--- config.mk ---
export PLATFORM = sky130hd
export DESIGN_NAME = fifo_serial_tx
export DESIGN_NICKNAME = d
export VERILOG_FILES = /design/src/rtl/fifo_serial_tx.sv
export SDC_FILE = /design/constraint.sdc
export NUM_CORES = 1
export LEC_CHECK = 0
export ABC_AREA = 1
export CAP_MARGIN = 15
export CORE_MARGIN = 2
export CORE_UTILIZATION = 23
export DETAILED_ROUTE_END_ITERATION = 6
export SETUP_SLACK_MARGIN = 0.05
export SLEW_MARGIN = 0
export SYNTH_ARGS = -nofsm -noshare
export SYNTH_HDL_FRONTEND = slang
export SYNTH_SLANG_ARGS = --single-unit
--- constraint.sdc ---
create_clock -name clk -period 3.7 [get_ports clk]
set_input_delay 0.37 -clock clk [delete_from_list [all_inputs] [get_ports clk]]
set_output_delay 0.37 -clock clk [all_outputs]
set_load 0.01 [all_outputs]
--- src/rtl/fifo_serial_tx.sv ---
// Serial transmitter that drains a FIFO read port one word at a time and sends
// each word as an async frame: start, data LSB first, optional even parity, stop.
module fifo_serial_tx #(
    parameter int WIDTH     = 16,
    parameter int BAUD_DIV  = 4,
    parameter int PARITY_EN = 1
) (
    input  logic             clk,
    input  logic             rst,
    input  logic             enable,
    input  logic             fifo_empty,
    input  logic [WIDTH-1:0] fifo_data_out,
    output logic             fifo_read,
    output logic             tx_serial,
    output logic             busy,
    output logic             frame_done
);

    localparam int BW = (BAUD_DIV > 1) ? $clog2(BAUD_DIV) : 1;
    localparam int CW = (WIDTH > 1) ? $clog2(WIDTH) : 1;
    localparam logic [BW-1:0] BAUD_LAST = BW'(BAUD_DIV - 1);
    localparam logic [CW-1:0] BIT_LAST  = CW'(WIDTH - 1);
    localparam logic          PAR_ON    = (PARITY_EN != 0);

    typedef enum logic [2:0] {
        IDLE   = 3'd0,
        POP    = 3'd1,
        LOAD   = 3'd2,
        START  = 3'd3,
        DATA   = 3'd4,
        PARITY = 3'd5,
        STOP   = 3'd6
    } state_t;

    state_t           state_q, state_d;
    logic [BW-1:0]    baud_q, baud_d;
    logic [CW-1:0]    bit_q, bit_d;
    logic [WIDTH-1:0] shift_q, shift_d;
    logic             parity_q, parity_d;
    logic             tx_q, tx_d;
    logic             read_q, read_d;

    logic             baud_last;
    logic [WIDTH-1:0] shift_nxt;

    assign baud_last = (baud_q == BAUD_LAST);
    assign shift_nxt = shift_q >> 1;

    always_ff @(posedge clk or negedge rst) begin
        if (!rst) begin
            state_q  <= IDLE;
            baud_q   <= '0;
            bit_q    <= '0;
            shift_q  <= '0;
            parity_q <= 1'b0;
            tx_q     <= 1'b1;
            read_q   <= 1'b0;
        end else begin
            state_q  <= state_d;
            baud_q   <= baud_d;
            bit_q    <= bit_d;
            shift_q  <= shift_d;
            parity_q <= parity_d;
            tx_q     <= tx_d;
            read_q   <= read_d;
        end
    end

    // tx_d always carries the level of the state being entered, so the line
    // register changes exactly on bit boundaries.
    always_comb begin
        state_d  = state_q;
        baud_d   = baud_q;
        bit_d    = bit_q;
        shift_d  = shift_q;
        parity_d = parity_q;
        tx_d     = tx_q;
        read_d   = 1'b0;

        case (state_q)
            IDLE: begin
                baud_d = '0;
                bit_d  = '0;
                tx_d   = 1'b1;
                if (enable && !fifo_empty) begin
                    read_d  = 1'b1;
                    state_d = POP;
                end
            end
            POP: begin
                state_d = LOAD;
            end
            LOAD: begin
                shift_d  = fifo_data_out;
                parity_d = ^fifo_data_out;
                baud_d   = '0;
                tx_d     = 1'b0;
                state_d  = START;
            end
            START: begin
                if (baud_last) begin
                    baud_d  = '0;
                    bit_d   = '0;
                    tx_d    = shift_q[0];
                    state_d = DATA;
                end else begin
                    baud_d = baud_q + 1'b1;
                end
            end
            DATA: begin
                if (baud_last) begin
                    baud_d = '0;
                    if (bit_q == BIT_LAST) begin
                        tx_d    = PAR_ON ? parity_q : 1'b1;
                        state_d = PAR_ON ? PARITY : STOP;
                    end else begin
                        bit_d   = bit_q + 1'b1;
                        shift_d = shift_nxt;
                        tx_d    = shift_nxt[0];
                    end
                end else begin
                    baud_d = baud_q + 1'b1;
                end
            end
            PARITY: begin
                if (baud_last) begin
                    baud_d  = '0;
                    tx_d    = 1'b1;
                    state_d = STOP;
                end else begin
                    baud_d = baud_q + 1'b1;
                end
            end
            STOP: begin
                if (baud_last) begin
                    baud_d  = '0;
                    tx_d    = 1'b1;
                    state_d = IDLE;
                end else begin
                    baud_d = baud_q + 1'b1;
                end
            end
            default: begin
                state_d = IDLE;
                tx_d    = 1'b1;
            end
        endcase
    end

    assign fifo_read  = read_q;
    assign tx_serial  = tx_q;
    assign busy       = (state_q != IDLE);
    assign frame_done = (state_q == STOP) && baud_last;

endmodule

# Yosys cells after proc, flatten, opt, wreduce, memory -nomap -nowiden
# Index checks and enable logic that the tools add are counted.
# op_classes
addsub	2
eq_ne	16
muxes	23
bitwise	1
n_reduce_logical	16
# op_table
operator	n
$mux W16	2
$pmux W16 S2	1
$pmux W3 S7	1
$mux W3	6
$reduce_xor A16 Y1	1
$ne A2 B2 Y1 const B	7
$mux W4	3
$pmux W4 S3	1
$eq A3 B3 Y1 const B	3
$reduce_and A4 Y1	2
$eq A3 B2 Y1 const B	2
$mux W1	6
$reduce_and A6 Y1	1
$reduce_bool A3 Y1	2
$pmux W1 S5	1
$add A4 B1 Y4 const B	1
$eq A4 B4 Y1 const B	1
$pmux W2 S2	1
$reduce_bool A2 Y1	2
$reduce_or A2 Y1	2
$reduce_or A4 Y1	1
$eq A3 B1 Y1 const B	1
$logic_not A3 Y1	1
$reduce_and A3 Y1	1
other kinds (7)	8
# word_totals
reg_bits	28
in_bits	20
output_inout_bits	4
word_cells	65

# Longest topological paths before layout
# logic_depth
ltp_word	4
mapped_depth	11
ltp_nobuf	11

# Worst setup path before layout
# No wires, ideal clock.
# synth_path
kind	flip-flop to flip-flop
startpoint	register bit_q[0]
endpoint	register shift_q[0]
setup_ns	0.128
t_arrival_ns	1.337
t_required_ns	3.572
path_slack_ns	2.234
stages_incl_launch_ff	9
n_path_buf	1
period_less_slack_ns	1.466
cell_sequence	dfrtp_1 -> ha_1 -> nand3_1 -> inv_1 -> o21ai_2 -> inv_2 -> nor2_8 -> buf_6 -> a31oi_1
# synth_via
elab_chain_len	3
# synth_lines
item	line_no	rtl
start, declared	37	logic [CW-1:0] bit_q, bit_d;
start signal, assigned	61	bit_q <= bit_d;
$eq A4 B4 Y1	113	if (bit_q == BIT_LAST) begin
$ne A2 B2 Y1 (no line)	-	
$reduce_and A3 Y1 (no line)	-	
end signal, assigned	62	shift_q <= shift_d;
end, declared	38	logic [WIDTH-1:0] shift_q, shift_d;
# No other way between the ends.
# A chain may end at the register's enable or synchronous reset.

# Final worst setup path
# layout_path
startpoint	register state_q[0]
endpoint	output frame_done
# layout_via
elab_chain_len	2
# layout_lines
item	line_no	rtl
start, declared	35	state_t state_q, state_d;
start signal, assigned	59	state_q <= state_d;
$eq A3 B3 Y1	153	assign frame_done = (state_q == STOP) && baud_last;
$logic_and A1 B1 Y1	153	
end, declared	16	output logic frame_done
# No other way between the ends.

==> qor.csv <==
metric,value,unit
status,"complete, no violations",
coreArea,8680,um^2
start_util,0.235,
slew-limit-headroom,0.607,
die_w,98.3,um
vias,1670,
multi_input_area,1090,um^2
tightest_slew,0.590,ns
fin_ws,1.64,ns
p_per_area,650,nW/um^2
numCtsBuffers,3,
fmax,486,MHz
synth_mux_area_frac,0,
worstPathRequired,3.33,ns
final_common_cell,nand2_1,
crit_path_max_fanout,6,
n_fill_cell,960,
cts_max_level,1,
synth_cell_type_count,33,
io_pins,24,
syn_inst,268,
finalHoldViolations,0,
grt_pass1_wl,7.32,mm
clk_pin_slew,0.11,ns
period_needed,2.06,ns
cts_resized,0,
synth_seq_cells,28,
min_path_type,primary input to asynchronous set/reset pin,
root_buffer,clkbuf_8,
post-route-period-util,0.556,
grt_max_degree,36,
avgRoutedWirePerCell,10.3,um
ir_worst_vdd,249,uV
wirelength,4.09,mm
synth-seq-area-share,0.344,
synth_area_leader_cell,dfrtp_1,
cts.path.max_buffers,2,
path_class,register to output port,
synthesis.nets,291,
synth_xor_xnor_area_share,0.0429,
synth_edf_count,0,
grt_pass1_vias,1698,
dp_hpwl,3.11,mm
final-seq-area,702,um^2
cellLeakagePower,1.15,nW
cp-end-kind,output port,
p_total,1.56,mW
synth-compound-area-share,0.197,
post_cts.repair.setup_buffers,0,
syn_area_per_cell,7.62,um^2
synthTopCellsByArea,"dfrtp_1 (33%), nand2_1 (17%), o211ai_2 (8.0%)",
synth_fa_ha_area_frac,0.0184,
port_buffers,23,
final.setup.tns,0,ns
drc,0,
synth_top_family_by_area,simple AND/OR/NAND/NOR gates,
first_pass_iters,4,
track_usage,0.0898,
antenna_found_initial,0,
initialDrtViolationCount,56,
ant_nets,0,
synth_warnings,0,
viasPerCell,4.22,
place_ws,1.65,ns
yosys.area.top_type_share,0.331,
place_congestion,0.839,
mostFrequentLayoutCells,"nand2_1 (93), inv_1 (42), dfrtp_1 (27)",
start_kind,register,
cts.sinks,28,
nets,312,
synthSimpleGateAreaFrac,0.276,
drive_above_1_share,0.163,
slew_viol_final,0,
async_flop_share,1.00,
rows,34,
netlist_area,2040,um^2
num_antenna_cells,0,
synthFlopType,dfrtp_1,
die_h,98.3,um
area_growth,17.2,%
cts_hold_buf,0,
cts_tree,yes,
clk-insertion-delay-late,0.28,ns
critical_path_arrival,1.69,ns
clock_skew,0.00508,ns
rsz0062_at_grt,false,
finalSetupViolCount,0,
cap_viol_max_count,0,
grt-ovfl-total,0,
die_area,9650,um^2
[final timing paths]
check                      cells past startpoint  slack [ns]          end       start
setup reg to reg                               7        1.66   shift_q[1]  state_q[0]
setup / recovery                               4        1.64   frame_done  state_q[0]
max in group asynchronous                      2        2.92    tx_serial         rst
min in group clk                               2        0.49    tx_serial   tx_serial
hold reg to reg                                2        0.49    tx_serial   tx_serial
hold / removal                                 2        0.46  shift_q[10]         rst
[registers in the layout, summed over array words and instances (netlist names)]
signal	cells
state_q	3
bit_q	4
baud_q	2
parity_q	1
tx_serial	1
fifo_read	1
shift_q	16
[metal layers]
metal	vias to the layer above	routed length, um	global-route usage
met3	2	194	0.0301
met2	15	2130	0.169
li1	874	-	-
met1	779	1760	0.0999
met5	-	0	0
met4	0	6	0.0137
[synth_stat cells (2+ instances only)]
master,instances
nand2_1,93
o21ai_2,15
ha_1,3
nor2_8,2
o31ai_1,2
buf_2,5
inv_2,3
buf_12,2
nand3_1,6
nor2_2,2
nand4_1,2
nand2_4,2
nor2_1,16
xor2_1,4
xnor2_1,6
o21ai_0,7
o211ai_2,13
o21ai_1,3
inv_1,42
dfrtp_1,27
[final cells by class]
class                   count  area share
flip-flops and latches     28       0.293
multi-input cells         186       0.455
clock buffers               4      0.0230
inverters                  46      0.0731
repair buffers             24      0.0993
well taps                 108      0.0564
[cell families after synthesis]
| kind of cell | after synthesis |
|---|---|
| AND/OR/NAND/NOR | 127 |
| AO/OA/AOI/OAI | 46 |
| flip-flops | 28 |
| adder cells (fa/ha/maj) | 3 |
| XOR/XNOR | 10 |
| buffers and inverters | 54 |
[metrics by stage]
stage               instance area, um^2  hold WS (ns)  cells   util
floorplan                          2040        0.0744    268      -
global placement                   2340         0.473    392  0.270
detailed placement                 2340         0.466    392  0.270
CTS                                2390         0.479    396  0.276
global route                       2390         0.509    396  0.276
finish                             2390         0.455    396  0.276
[worst max-delay path, cell delays in order (launching register included)]
cell,delay (ns)
dfrtp_1,0.46
inv_2,0.12
nand3_1,0.13
nor2_1,0.14
clkdlybuf4s50_1,0.56
[power by group]
part           leakage, nW  internal (mW)  switching, mW
registers            0.348          0.446         0.0708
clock network       0.0288         0.0956          0.106
logic                0.776          0.314          0.523
(Power assumes the default switching activity.)
